## config.mk

```make
export PLATFORM = sky130hd
export DESIGN_NAME = load_store_unit
export DESIGN_NICKNAME = d
export VERILOG_FILES = /design/src/rtl/lsu_pkg.sv /design/src/rtl/byte_lane_align.sv /design/src/rtl/load_store_unit.sv
export SDC_FILE = /design/constraint.sdc
export NUM_CORES = 1
export LEC_CHECK = 0
export CORE_UTILIZATION = 57
export DETAILED_ROUTE_END_ITERATION = 7
export PLACE_DENSITY = 0.87
export SETUP_SLACK_MARGIN = 0.05
export SYNTH_ARGS = -nofsm -noshare
export SYNTH_HDL_FRONTEND = slang
export SYNTH_SLANG_ARGS = --single-unit
```

## constraint.sdc

```tcl
create_clock -name clock -period 5.8 [get_ports clock]
set_input_delay 0.87 -clock clock [delete_from_list [all_inputs] [get_ports clock]]
set_output_delay 0.87 -clock clock [all_outputs]
set_load 0.01 [all_outputs]
```

## src/rtl/lsu_pkg.sv

```systemverilog
// Shared types and constants for the load/store unit and its lane aligner.
package lsu_pkg;

  localparam int unsigned MemBytesDefault = 32;

  typedef enum logic [1:0] {
    SizeByte    = 2'b00,
    SizeHalf    = 2'b01,
    SizeWord    = 2'b10,
    SizeIllegal = 2'b11
  } lsu_size_e;

  typedef enum logic [1:0] {
    StIdle = 2'b00,
    StRd   = 2'b01,
    StWr   = 2'b10,
    StResp = 2'b11
  } lsu_state_e;

  function automatic logic [32:0] access_bytes(lsu_size_e size);
    case (size)
      SizeHalf: access_bytes = 33'd2;
      SizeWord: access_bytes = 33'd4;
      default:  access_bytes = 33'd1;
    endcase
  endfunction

endpackage

```

## src/rtl/byte_lane_align.sv

```systemverilog
// Big-endian lane extraction with sign/zero extension, and sub-word store merging.
module byte_lane_align
  import lsu_pkg::*;
(
  input  logic [31:0] word_i,
  input  logic [1:0]  offset_i,
  input  lsu_size_e   size_i,
  input  logic        signed_i,
  input  logic [31:0] store_data_i,
  output logic [31:0] load_data_o,
  output logic [31:0] merged_o
);

  logic [4:0]  shamt;
  logic [7:0]  byte_sel;
  logic [15:0] half_sel;
  logic [31:0] lane_mask;
  logic [31:0] lane_data;

  assign shamt = {offset_i, 3'b000};

  always_comb begin
    case (offset_i)
      2'd0:    byte_sel = word_i[31:24];
      2'd1:    byte_sel = word_i[23:16];
      2'd2:    byte_sel = word_i[15:8];
      default: byte_sel = word_i[7:0];
    endcase
    half_sel = offset_i[1] ? word_i[15:0] : word_i[31:16];

    load_data_o = word_i;
    lane_mask   = '1;
    lane_data   = store_data_i;
    case (size_i)
      SizeByte: begin
        load_data_o = {{24{signed_i & byte_sel[7]}}, byte_sel};
        lane_mask   = 32'hFF00_0000 >> shamt;
        lane_data   = {store_data_i[7:0], 24'h0} >> shamt;
      end
      SizeHalf: begin
        load_data_o = {{16{signed_i & half_sel[15]}}, half_sel};
        lane_mask   = 32'hFFFF_0000 >> shamt;
        lane_data   = {store_data_i[15:0], 16'h0} >> shamt;
      end
      default: ;
    endcase
    // Only the target lanes take store data; the rest keep the sampled word.
    merged_o = (word_i & ~lane_mask) | (lane_data & lane_mask);
  end

endmodule

```

## src/rtl/load_store_unit.sv

```systemverilog
// Single-request load/store unit: one access at a time, read-modify-write for sub-word stores.
module load_store_unit
  import lsu_pkg::*;
#(
  parameter int unsigned MEM_BYTES = MemBytesDefault
) (
  input  logic        clock,
  input  logic        reset_n,
  input  logic        reqValid,
  output logic        reqReady,
  input  logic        reqWrite,
  input  logic [1:0]  reqSize,
  input  logic        reqSigned,
  input  logic [31:0] reqAddress,
  input  logic [31:0] reqWriteData,
  output logic        respValid,
  output logic [31:0] respData,
  output logic        respError,
  output logic [31:0] address,
  output logic [31:0] writeData,
  output logic        memRead,
  output logic        memWrite,
  input  logic [31:0] readData
);

  lsu_state_e  state_q, state_d;
  logic        write_q, write_d;
  lsu_size_e   size_q, size_d;
  logic        signed_q, signed_d;
  logic [31:0] addr_q, addr_d;
  logic [31:0] wdata_q, wdata_d;

  logic        req_ready_q, req_ready_d;
  logic        resp_valid_q, resp_valid_d;
  logic [31:0] resp_data_q, resp_data_d;
  logic        resp_error_q, resp_error_d;
  logic [31:0] address_q, address_d;
  logic [31:0] write_data_q, write_data_d;
  logic        mem_read_q, mem_read_d;
  logic        mem_write_q, mem_write_d;

  lsu_size_e   req_size;
  logic [32:0] last_byte;
  logic        req_error;
  logic [31:0] load_data;
  logic [31:0] merged;

  assign req_size  = lsu_size_e'(reqSize);
  // 33-bit sum so addresses near 2^32 cannot wrap into range.
  assign last_byte = {1'b0, reqAddress} + access_bytes(req_size) - 33'd1;
  assign req_error = (req_size == SizeIllegal)
                   | ((req_size == SizeHalf) & reqAddress[0])
                   | ((req_size == SizeWord) & (|reqAddress[1:0]))
                   | (last_byte >= 33'(MEM_BYTES));

  byte_lane_align u_align (
    .word_i      (readData),
    .offset_i    (addr_q[1:0]),
    .size_i      (size_q),
    .signed_i    (signed_q),
    .store_data_i(wdata_q),
    .load_data_o (load_data),
    .merged_o    (merged)
  );

  always_comb begin
    state_d      = state_q;
    write_d      = write_q;
    size_d       = size_q;
    signed_d     = signed_q;
    addr_d       = addr_q;
    wdata_d      = wdata_q;
    resp_valid_d = 1'b0;
    resp_data_d  = '0;
    resp_error_d = 1'b0;
    address_d    = '0;
    write_data_d = '0;
    mem_read_d   = 1'b0;
    mem_write_d  = 1'b0;

    unique case (state_q)
      StIdle: begin
        if (reqValid && req_ready_q) begin
          write_d  = reqWrite;
          size_d   = req_size;
          signed_d = reqSigned;
          addr_d   = reqAddress;
          wdata_d  = reqWriteData;
          if (req_error) begin
            state_d      = StResp;
            resp_valid_d = 1'b1;
            resp_error_d = 1'b1;
          end else if (reqWrite && (req_size == SizeWord)) begin
            state_d      = StWr;
            mem_write_d  = 1'b1;
            address_d    = {reqAddress[31:2], 2'b00};
            write_data_d = reqWriteData;
          end else begin
            state_d    = StRd;
            mem_read_d = 1'b1;
            address_d  = {reqAddress[31:2], 2'b00};
          end
        end
      end
      StRd: begin
        if (write_q) begin
          state_d      = StWr;
          mem_write_d  = 1'b1;
          address_d    = {addr_q[31:2], 2'b00};
          write_data_d = merged;
        end else begin
          state_d      = StResp;
          resp_valid_d = 1'b1;
          resp_data_d  = load_data;
        end
      end
      StWr: begin
        state_d      = StResp;
        resp_valid_d = 1'b1;
      end
      StResp: state_d = StIdle;
      default: state_d = StIdle;
    endcase

    req_ready_d = (state_d == StIdle);
  end

  always_ff @(posedge clock or negedge reset_n) begin
    if (!reset_n) begin
      state_q      <= StIdle;
      write_q      <= 1'b0;
      size_q       <= SizeByte;
      signed_q     <= 1'b0;
      addr_q       <= '0;
      wdata_q      <= '0;
      req_ready_q  <= 1'b0;
      resp_valid_q <= 1'b0;
      resp_data_q  <= '0;
      resp_error_q <= 1'b0;
      address_q    <= '0;
      write_data_q <= '0;
      mem_read_q   <= 1'b0;
      mem_write_q  <= 1'b0;
    end else begin
      state_q      <= state_d;
      write_q      <= write_d;
      size_q       <= size_d;
      signed_q     <= signed_d;
      addr_q       <= addr_d;
      wdata_q      <= wdata_d;
      req_ready_q  <= req_ready_d;
      resp_valid_q <= resp_valid_d;
      resp_data_q  <= resp_data_d;
      resp_error_q <= resp_error_d;
      address_q    <= address_d;
      write_data_q <= write_data_d;
      mem_read_q   <= mem_read_d;
      mem_write_q  <= mem_write_d;
    end
  end

  assign reqReady  = req_ready_q;
  assign respValid = resp_valid_q;
  assign respData  = resp_data_q;
  assign respError = resp_error_q;
  assign address   = address_q;
  assign writeData = write_data_q;
  assign memRead   = mem_read_q;
  assign memWrite  = mem_write_q;

endmodule

```

---- Word-level counts from Yosys, hierarchy flattened ----
Cells that the tools add are included.
cells by class
  bitwise operators ....................... 11
  multiplexer cells ....................... 36
  reductions and logical operators ........ 8
  equality and inequality tests ........... 9
  shifts and indexed selects .............. 4
  magnitude comparators ................... 1
  $add $sub $neg .......................... 2
operators by type and width
  kind                   count
  $pmux 32 s2            5
  $mux 32                9
  $and 32x32->32         2
  $shr 32x5->32          2
  $shr 32x5->32 const A  2
  $add 32x33->33         1
  $ge 33x6->1 const B    1
  $sub 33x1->33 const B  1
  $not 32->32            1
  $or 32x32->32          1
  $pmux 8 s3             1
  $mux 16                1
  $mux 1                 13
  $eq 2x2->1 const B     5
  $eq 2x1->1 const B     4
  $logic_not 2->1        4
  $pmux 2 s4             1
  $mux 2                 3
  $pmux 3 s2             1
  $and 1x1->1            4
  $or 1x1->1             3
  $pmux 1 s3             1
  $logic_and 1x1->1      2
  $pmux 1 s2             1
  2 further kinds        2
storage, ports and cells
  word-level logic and storage cells ...... 85
  output and inout port bits .............. 101
  input bits .............................. 103
  bits in registers ....................... 171

---- Longest topological paths before layout ----
Gate-level depths: netlist (run 1).
  depth after elaboration ................. 10
  mapped depth ............................ 19
  depth with buffers taken out ............ 17

---- Modules after synthesis ----
From an unflattened synthesis (run 1), not the netlist that was laid out.
unflattened totals
  cells, all modules ...................... 1155
  area, all modules ....................... 10069.7 sq um
modules (own cells, without submodules)
  module           area each (sq um)  sequential area each (sq um)  instances  cells each
  load_store_unit  8359.3             4229.1                        1          865
  byte_lane_align  1710.4             0.0                           1          290

---- Least setup slack after synthesis (run 1) ----
No wires, ideal clock.
  path type ............................... in2reg
  from .................................... input port reqSize[1]
  to ...................................... register mem_write_q, in the netlist memWrite
  slack ................................... 1.684 ns
  buffers on the path ..................... 2
  library setup time ...................... 0.124 ns
  stages .................................. 19
  arrival time ............................ 3.992 ns
  required time ........................... 5.676 ns
  cell sequence ........................... inv_1 -> ha_1 -> inv_1 -> ha_1 -> inv_1 -> ha_1 -> inv_1 -> fa_1 -> nor2b_1 -> o2111a_1 -> o21ai_1 -> and4_1 -> or3_1 -> a211oi_1 -> and4bb_1 -> nand4b_1 -> buf_4 -> buf_6 -> o21bai_2
between the ends
  cells in the longest elaborated chain, start to end .. 9
  elaborated cells between the ends (all ways) .. 17
  those cells by class .................... add/sub (2); order compare (1); eq/ne (3); mux (5); bitwise (5); reduce/logical (1)
RTL lines
  item                                             line                    RTL
  start, declared                                  load_store_unit.sv:12   input logic [1:0] reqSize,
  $eq 2x2->1 / $eq 2x1->1 (equally long branches)  n/a
  $pmux 3 s2                                       lsu_pkg.sv:21           case (size)
  $add 32x33->33                                   load_store_unit.sv:50   assign last_byte = {1'b0, reqAddress} + access_bytes(req_size) - 33'd1;
  $sub 33x1->33                                    load_store_unit.sv:50
  $ge 33x6->1                                      load_store_unit.sv:54   | (last_byte >= 33'(MEM_BYTES));
  $or 1x1->1                                       load_store_unit.sv:54
  $mux 1 (*)                                       load_store_unit.sv:89   if (req_error) begin
  $mux 1 (*)                                       load_store_unit.sv:83   if (reqValid && req_ready_q) begin
  $pmux 1 s2 (*)                                   load_store_unit.sv:81   unique case (state_q)
  net mem_write_d                                  load_store_unit.sv:40   logic mem_write_q, mem_write_d;
  end signal, assigned                             load_store_unit.sv:158  mem_write_q <= mem_write_d;
  end, declared                                    load_store_unit.sv:40
The timed path passes the listed nets; every way through them passes the cells marked *.
A chain may end at the register's enable or synchronous reset.

---- Worst setup path in the final report (run 1) ----
  from .................................... input port reqSize[0]
  to ...................................... register write_data_q[1], in the netlist writeData[1]
between the ends
  cells in the longest elaborated chain, start to end .. 9
  elaborated cells between the ends (all ways) .. 17
  those cells by class .................... add/sub (2); order compare (1); eq/ne (3); mux (5); bitwise (5); reduce/logical (1)
RTL lines
  item                                             line                    RTL
  $eq 2x2->1 / $eq 2x1->1 (equally long branches)  n/a
  $pmux 3 s2                                       lsu_pkg.sv:21
  $add 32x33->33                                   load_store_unit.sv:50
  $sub 33x1->33                                    load_store_unit.sv:50
  $ge 33x6->1                                      load_store_unit.sv:54
  $or 1x1->1                                       load_store_unit.sv:54
  $mux 32 (*)                                      load_store_unit.sv:89
  $mux 32 (*)                                      load_store_unit.sv:83
  $pmux 32 s2 (*)                                  load_store_unit.sv:81
  net write_data_d[1]                              load_store_unit.sv:38   logic [31:0] write_data_q, write_data_d;
  end signal, assigned                             load_store_unit.sv:156  write_data_q <= write_data_d;
  end, declared                                    load_store_unit.sv:38
Marked as above.

==> metrics.cfg, run 1 <==
[setup_path]
worstSetupPathType = in2reg
cp.arrival_ps = 5230
cpPeakStageDelay_ps = 540
crit_chain = clkdlybuf4s50_1, inv_1, ha_1, inv_1, ha_1, inv_1, ha_1, inv_1, fa_1, nor2b_1, o2111a_1, o21ai_1, and4_1, or3_1, a211oi_1, and4bb_1, nand4b_1, buf_4, o21ai_0
crit_slowest_cell = clkdlybuf4s50_1
crit_family = simple AND/OR/NAND/NOR gates
start_kind = input port
cp.required_ps = 6100
cp_max_fo = 24
crit_buf_inv = 6
path_common_cell = inv_1
end_kind = flop

[sta]
period_share_pct = 85.0
rsz0062_at_grt = no
maxSlewViolCount = 0
hold_ws_ps = 317
fmax_mhz = 203
relSlewSlack_pct = 16.3
skew_ps = 15.3
finalSetupTns_ps = 0
finalSetupViolations = 0
worst_slack_ps = 871
hold_violations = 0
min_period_ps = 4930
worst_slew_pin_slew_ps = 1260

[clocking]
insertion_delay_ps = 440
cts_sinks = 169
root_buffer = clkbuf_16
htreeDepth = 4
postCtsSetupBuffers = 0
cts_tree = yes
clockBufferDepth = 2
cts_resized = 0
clk_pin_slew_ps = 80
numCtsBuffers = 17
postCtsHoldBufs = 0

[power]
p_sw_share_pct = 41.8
p_seq_share_pct = 36.8
power_frac_comb_pct = 40.7
clockPowerShare_pct = 22.5
p_sw_mw = 2.13
p_int_mw = 2.97
p_per_area_mw_per_mm2 = 393
p_total_mw = 5.10
p_leak_nw = 5.63
peakVddDrop_mv = 0.313

[die]
coreArea_mm2 = 0.0175
start_util_pct = 59.1
die_y_um = 137
rows = 48
die_area_mm2 = 0.0187
die_width_um = 137
ios = 204

[place]
portBuffers = 201
dp_hpwl_um = 25400
dp_slack_ps = 490
place_congestion = 0.959
place_area_mm2 = 0.0124
dp.cells = 1608

[finish]
n_fill_cell = 1364
antennaDiodeCount = 0
areaGrowthSynthToFinish_pct = 25.3
layout_common_cells = nand2_1 (247), clkdlybuf4s50_1 (200), dfrtp_1 (169)
seq_area_mm2 = 0.00423
instances_no_fill = 1640
layout_commonest_cell = nand2_1
finalNetCount = 1548
multi_input_area_mm2 = 0.00549
stdcell_area_mm2 = 0.0130
finalCoreUtilization_pct = 74.0
layout-drive-gt1-share_pct = 4.66

[synthesis]
synth-xor-area-share_pct = 0.676
synth-simple-area-share_pct = 21.5
synth-main-ff-cell = dfrtp_1
ys_seq_area_share_pct = 40.8
synth_edf_count = 0
avgSynthCellArea_um2 = 8.22
ys_types = 78
synth_area_mm2 = 0.0104
yosys_warnings = 0
synth_adder_area_share_pct = 5.27
synthCells = 1260
async_flop_share_pct = 100
synth_compound_area_share_pct = 23.4
synth-seq-cells = 169
synth_top_family_by_area = compound AO/OA/AOI/OAI gates
synthMuxAreaShare_pct = 1.75

[global_routing]
overflow = 0
grt_max_degree = 104
antenna_found_initial = 0
grt_pass1_wl_um = 54300
grt.total_usage_pct = 38.3
first_global_vias = 10015

[job]
max_cap_viol_count = 0

[status]
failed_checks = DRC
status = finished, violations left

[worst_hold_path]
hold_class = in2async

[routing]
drc = 12
vias_per_cell = 6.50
vias = 10666
firstDrtPassIters = 8
dr.first_iter.drc_count = 1517
drt-wirelength-per-cell_um = 21.3
antenna_left = 0
wirelength_um = 35000

-- area by class of cell --
| class | count | area share [%] |
|---|---|---|
| clock buffers | 18 | 3.38 |
| clock inverters | 14 | 1.15 |
| inverters | 72 | 2.08 |
| multi-input cells | 928 | 42.3 |
| flip-flops and latches | 169 | 32.6 |
| well taps | 225 | 2.17 |
| repair buffers | 214 | 16.4 |
-- path summary, 6_finish.rpt --
kind	endpoint	depth (start not counted)	slack [ps]	startpoint
min reg2reg	wdata_q[16]	2	480	wdata_q[16]
max	writeData[1]	19	870	reqSize[0]
max reg2reg	writeData[3]	7	2810	size_q[0]
min	address[5]	1	320	reset_n
max in group asynchronous	wdata_q[21]	2	4270	reset_n
min in group clock	wdata_q[16]	2	480	wdata_q[16]
-- registers in the layout, summed over array words and instances, names as in the netlist, 2 cells and up --
| name | cells |
|---|---|
| size_q | 2 |
| respData | 32 |
| writeData | 32 |
| addr_q | 32 |
| address | 30 |
| wdata_q | 32 |
| state_q | 2 |
-- Yosys cell counts, types with 11 or more instances --
cell type    n  share of area (%)
a222oi_1    15                1.4
inv_1       71                2.6
o21a_1      11               0.80
mux2i_1     17                1.6
dfrtp_1    169                 41
nand2_1    247                8.9
nand2b_1    12               0.72
nand4_1     42                2.5
a21oi_1     69                3.3
o211ai_1    17                1.2
a21o_1      12               0.87
o21ai_0     97                4.7
buf_2       12               0.58
nor2_1      56                2.0
clkbuf_1    68                2.5
ha_1        42                5.1
nand3_1     41                2.0
nor3_1      17               0.82
o21ai_1     58                2.8
-- power groups by stage --
stage               Sequential [mW]  Combinational (mW)  Clock [mW]
finish                         1.87                2.07        1.15
CTS                            1.86                2.02        1.15
global route                   1.91                2.25        1.20
floorplan                      1.80                1.25           0
global placement               1.86                1.97           0
detailed placement             1.88                2.00           0
-- kinds of logic after synthesis --
group,count (synthesis)
other,1
buffers and inverters,164
xor gates and xnor gates,8
adders and majority gates,43
AOI/OAI and AO/OA,378
muxes,18
and+or+nand+nor,479
DFF,169
-- per-layer routing --
metal | vias up | part of all wire (%) | global-route usage, %
met5 | - | 0 | 0
met4 | 0 | 3.6 | 13.9
met3 | 114 | 9.2 | 7.07
met2 | 671 | 47 | 62.2
met1 | 5115 | 40 | 51.0
li1 | 4766 | - | -
No activity file was read; power rests on OpenSTA's default activity.
==> run 2: changes to the inputs <==
--- a/config.mk
+++ b/config.mk
@@ -5,9 +5,9 @@
 export SDC_FILE = /design/constraint.sdc
 export NUM_CORES = 1
 export LEC_CHECK = 0
-export CORE_UTILIZATION = 57
+export CORE_UTILIZATION = 48
 export DETAILED_ROUTE_END_ITERATION = 7
-export PLACE_DENSITY = 0.87
+export PLACE_DENSITY = 0.78
 export SETUP_SLACK_MARGIN = 0.05
 export SYNTH_ARGS = -nofsm -noshare
 export SYNTH_HDL_FRONTEND = slang
==> constraint.sdc (replaced) <==
create_clock -name clock -period 4.2 [get_ports clock]
set_input_delay 0.63 -clock clock [delete_from_list [all_inputs] [get_ports clock]]
set_output_delay 0.63 -clock clock [all_outputs]
set_load 0.01 [all_outputs]
==> metrics.cfg, run 2 (synthesized netlist as in run 1, its figures left out) <==
[sta]
worst_slew_pin_slew_ps = 946  ; -310 ps
fmax_mhz = 252
rsz0062_at_grt = no
period_share_pct = 94.5
hold_violations = 0  ; unchanged
worst_slack_ps = 232  ; -639 ps
relSlewSlack_pct = 36.9  ; +21 points
finalSetupTns_ps = 0  ; unchanged
maxSlewViolCount = 0  ; unchanged
finalSetupViolations = 0  ; unchanged
min_period_ps = 3970
skew_ps = 14.2  ; -1.13 ps

[power]
peakVddDrop_mv = 0.417  ; +33%
p_leak_nw = 6.06  ; +7.7%
p_per_area_mw_per_mm2 = 513  ; +31%
p_total_mw = 7.07  ; +39%

[finish]
layout_commonest_cell = nand2_1
finalCoreUtilization_pct = 65.3  ; -8.7 points
areaGrowthSynthToFinish_pct = 32.9
layout-drive-gt1-share_pct = 10.4  ; +5.8 points
layout_common_cells = nand2_1 (247), clkdlybuf4s50_1 (197), dfrtp_1 (169)
stdcell_area_mm2 = 0.0138  ; +6.1%
finalNetCount = 1626  ; +5.0%
antennaDiodeCount = 0  ; unchanged

[setup_path]
path_common_cell = inv_1
cpPeakStageDelay_ps = 560  ; +20 ps
end_kind = flop
worstSetupPathType = in2reg
cp_max_fo = 13  ; -46%
crit_slowest_cell = clkdlybuf4s50_1
crit_chain = clkdlybuf4s50_1, inv_1, ha_1, inv_1, ha_1, inv_1, fa_1, nor2b_2, o2111a_2, o21ai_1, and4_1, or3_1, a211oi_2, and4bb_1, nand4b_1, buf_6, clkbuf_16, o21ai_0
cp.required_ps = 4500  ; -1600 ps
start_kind = input port
cp.arrival_ps = 4270  ; -960 ps

[clocking]
cts_tree = yes
cts_sinks = 169  ; unchanged
root_buffer = clkbuf_16
numCtsBuffers = 17  ; unchanged
postCtsHoldBufs = 0  ; unchanged
clk_pin_slew_ps = 70  ; about the same
insertion_delay_ps = 430  ; about the same
clockBufferDepth = 2  ; unchanged
htreeDepth = 4  ; unchanged

[global_routing]
first_global_vias = 10068  ; +0.53%
overflow = 0  ; unchanged
antenna_found_initial = 0  ; unchanged
grt_pass1_wl_um = 54000  ; -0.67%
grt_max_degree = 102  ; -1.9%
grt.total_usage_pct = 31.1  ; -7.1 points

[status]
status = finished clean

[place]
portBuffers = 201  ; unchanged
dp_slack_ps = -633  ; -1120 ps
place_congestion = 0.999  ; +4.1%
dp_hpwl_um = 25200  ; -0.62%
place_area_mm2 = 0.0130  ; +5.3%

[worst_hold_path]
hold_class = in2async

[die]
rows = 53  ; +10%
start_util_pct = 49.1  ; -9.9 points
ios = 204  ; unchanged
die_area_mm2 = 0.0222  ; +18%
die_y_um = 149  ; +8.8%
die_width_um = 149  ; +8.8%
coreArea_mm2 = 0.0211  ; +20%

[routing]
dr.first_iter.drc_count = 905  ; -40%
firstDrtPassIters = 7  ; -1
vias = 10535  ; -1.2%
drt-wirelength-per-cell_um = 19.6  ; -8.1%
vias_per_cell = 5.96  ; -8.4%
wirelength_um = 34700  ; -0.97%
drc = 0  ; -12
antenna_left = 0  ; unchanged

[job]
max_cap_viol_count = 0  ; unchanged

[run 2: through the flow]
step           instances  hold WS (ps)
2_1_floorplan       1261           334
3_3_place_gp        1732           457
3_5_place_dp        1732           469
4_1_cts             1766           358
5_1_grt             1768           386
6_report            1768           314
[run 2: cell type report]
| class | count | area, um^2 |
|---|---|---|
| clock buffer | 18 | 439 |
| fill | 1818 | 7320 |
| tap | 275 | 344 |
| multi-input combinational | 928 | 5540 |
| inverter | 72 | 270 |
| timing repair buffer | 292 | 2800 |
| clock inverter | 14 | 148 |
| sequential | 169 | 4230 |
[run 2: path summary, 6_finish.rpt]
| path | slack (ps) | to | cells after the start | start |
|---|---|---|---|---|
| max in group asynchronous | 2980 | wdata_q[19] | 2 | reset_n |
| worst min-delay path | 310 | writeData[2] | 1 | reset_n |
| worst max register to register | 1330 | writeData[5] | 7 | size_q[0] |
| worst max-delay path | 230 | writeData[5] | 18 | reqAddress[0] |
| worst min register to register | 480 | wdata_q[29] | 2 | wdata_q[29] |
| min in group clock | 480 | wdata_q[29] | 2 | wdata_q[29] |
[run 2: power breakdown]
group          total, mW  leakage [nW]  switching (mW)  internal [mW]
Clock               1.57         0.289           0.756          0.810
Combinational       2.94          3.53            1.69           1.24
Sequential          2.56          2.24           0.429           2.13
[run 2: repair_timing]
item	4_1_cts	5_1_grt
setup buffers	1	0
gates cloned	1	2
pin swaps	0	3
endpoints found under the setup margin	68	68
endpoints found under the hold margin	0	0
resized for setup	5	18
[run 2: routing by layer]
layer  routed length (um)  track usage, %  vias to the layer above
met2                16600            52.1                      514
met4                 1030            10.1                        0
li1                     -               -                     4932
met3                 2340            4.13                       78
met5                    0               0                        -
met1                14700            41.6                     5011
[run 2: critical path, delay by kind of cell]
family	cells	cell delay, ps
AOI/OAI and AO/OA	4	650
adders and majority gates	3	710
buffers and inverters	6	1140
and+or+nand+nor	5	1120
==> run 3: changes to the inputs <==
--- a/config.mk
+++ b/config.mk
@@ -7,8 +7,9 @@
 export LEC_CHECK = 0
 export CORE_UTILIZATION = 48
 export DETAILED_ROUTE_END_ITERATION = 7
-export PLACE_DENSITY = 0.78
+export PLACE_DENSITY = 0.86
 export SETUP_SLACK_MARGIN = 0.05
+export SLEW_MARGIN = 0
 export SYNTH_ARGS = -nofsm -noshare
 export SYNTH_HDL_FRONTEND = slang
 export SYNTH_SLANG_ARGS = --single-unit
==> metrics.cfg, run 3 (synthesized netlist as in run 1, its figures left out) <==
[place]
portBuffers = 201  ; unchanged
dp_hpwl_um = 25300  ; +0.36%
dp_slack_ps = -612  ; +21.0 ps
place_congestion = 1.01  ; +0.78%
place_area_mm2 = 0.0130  ; about the same

[setup_path]
reg2regPathDepth = 7  ; unchanged
crit_chain = dlygate4sd2_1, inv_1, ha_1, inv_1, ha_1, inv_1, ha_2, inv_1, fa_1, nor2b_2, o2111a_1, buf_4, o211a_4, or3_1, and2_1, a2111oi_2, and4bb_1, nand4b_1, buf_6, buf_12, o21ai_1
cpPeakStageDelay_ps = 370  ; -190 ps
cp.arrival_ps = 4270  ; about the same
path_common_cell = inv_1
rrSetupSlack_ps = 980  ; -350 ps
crit_slowest_cell = or3_1
worstSetupPathType = in2reg
start_kind = input port
cp.required_ps = 4560  ; +60 ps
cp_max_fo = 16  ; +3
end_kind = flop

[routing]
dr.first_iter.drc_count = 1295  ; +43%
drt-wirelength-per-cell_um = 19.3  ; -1.8%
antenna_left = 0  ; unchanged
drc = 2  ; +2
firstDrtPassIters = 8  ; +1
wirelength_um = 33900  ; -2.1%
vias_per_cell = 6.00  ; +0.69%
vias = 10572  ; +0.35%

[die]
ios = 204  ; unchanged
die_area_mm2 = 0.0222  ; unchanged
die_y_um = 149  ; unchanged
rows = 53  ; unchanged
die_width_um = 149  ; unchanged
coreArea_mm2 = 0.0211  ; unchanged
start_util_pct = 49.1  ; unchanged

[clocking]
numCtsBuffers = 17  ; unchanged
cts_tree = yes
insertion_delay_ps = 430  ; about the same
root_buffer = clkbuf_16
clockBufferDepth = 2  ; unchanged
clk_pin_slew_ps = 80  ; about the same
htreeDepth = 4  ; unchanged
postCtsHoldBufs = 0  ; unchanged
cts_sinks = 169  ; unchanged

[global_routing]
antenna_found_initial = 1  ; +1
grt.total_usage_pct = 31.0  ; -0.17 points
grt_pass1_wl_um = 53200  ; -1.4%
overflow = 0  ; unchanged
first_global_vias = 9908  ; -1.6%
grt_max_degree = 110  ; +7.8%

[sta]
rsz0062_at_grt = no
maxSlewViolCount = 0  ; unchanged
period_share_pct = 93.1  ; -1.3 points
relSlewSlack_pct = 33.9  ; -3.0 points
worst_slew_pin_slew_ps = 991  ; +45.0 ps
min_period_ps = 3910  ; -56.3 ps
worst_slack_ps = 289  ; +56.3 ps
fmax_mhz = 256  ; +1.4%
hold_violations = 0  ; unchanged
finalSetupViolations = 0  ; unchanged
skew_ps = 11.2  ; -3.02 ps

[status]
status = finished, violations left
failed_checks = DRC

[finish]
finalCoreUtilization_pct = 65.2  ; -0.12 points
layout_common_cells = nand2_1 (247), clkdlybuf4s50_1 (197), dfrtp_1 (169)
layout-drive-gt1-share_pct = 10.4  ; -0.018 points
finalNetCount = 1619  ; -0.43%
layout_commonest_cell = nand2_1
areaGrowthSynthToFinish_pct = 32.7
stdcell_area_mm2 = 0.0137  ; -0.19%

[power]
p_seq_share_pct = 36.3  ; about the same
p_leak_nw = 6.01  ; -0.73%
p_int_mw = 4.18  ; -0.28%
power_frac_comb_pct = 41.3  ; -0.3 points
p_per_area_mw_per_mm2 = 514  ; +0.11%
p_sw_share_pct = 40.9  ; +0.12 points
clockPowerShare_pct = 22.4  ; +0.2 points
p_sw_mw = 2.89  ; +0.21%
peakVddDrop_mv = 0.332  ; -20%

[worst_hold_path]
hold_class = in2async

[job]
max_cap_viol_count = 0  ; unchanged

run 3: through the flow:
stage	std cells	power, mW	setup TNS [ps]	hold slack (ps)
global placement	1728	5.33	-29040	458
global route	1762	7.47	0	417
detailed placement	1728	5.41	-36760	462
floorplan	1261	4.22	0	334
CTS	1760	7.01	0	385
finish	1762	7.06	0	358
run 3: cell type report:
class	count	area, um^2
Antenna cell	1	2.50
Clock buffer	17	425
Clock inverter	15	181
Fill cell	1754	7340
Inverter	72	270
Multi-Input combinational cell	928	5570
Sequential cell	169	4230
Tap cell	275	344
Timing Repair Buffer	285	2720
run 3: power by group through the flow:
stage / Sequential, mW / Clock [mW] / Combinational, mW
2_1_floorplan: 2.49 / 0 / 1.73
3_3_place_gp: 2.55 / 0 / 2.78
3_5_place_dp: 2.58 / 0 / 2.83
4_1_cts: 2.55 / 1.60 / 2.86
5_1_grt: 2.61 / 1.68 / 3.18
6_report: 2.56 / 1.58 / 2.92
run 3: what timing repair did:
item | 4_1_cts | 5_1_grt
endpoints found under the setup margin | 68 | 68
hold endpoints to repair | 0 | 0
setup buffers | 0 | 1
pin swaps | 5 | 9
resized for setup | 16 | 11
gates cloned | 0 | 0
run 3: worst paths after layout:
check | from | to
max | reqSize[1] | writeData[17]
min | reset_n | writeData[6]
max reg2reg | size_q[0] | writeData[3]
min reg2reg | wdata_q[26] | wdata_q[26]
max in group asynchronous | reset_n | addr_q[30]
min in group clock | wdata_q[26] | wdata_q[26]
run 3: metal layers:
metal,wire length [um],GRT usage (%),up-vias
met5,0,0,-
met4,1090,11.5,0
met3,2760,4.98,78
met2,16200,50.6,548
met1,13900,41.3,5022
li1,-,-,4924
run 3: critical path: cells and delay by family:
kind	cells	cell delay [ps]
buf+inv	8	1010
simple gates	5	1010
compound gates	4	870
fa+ha+maj	4	760
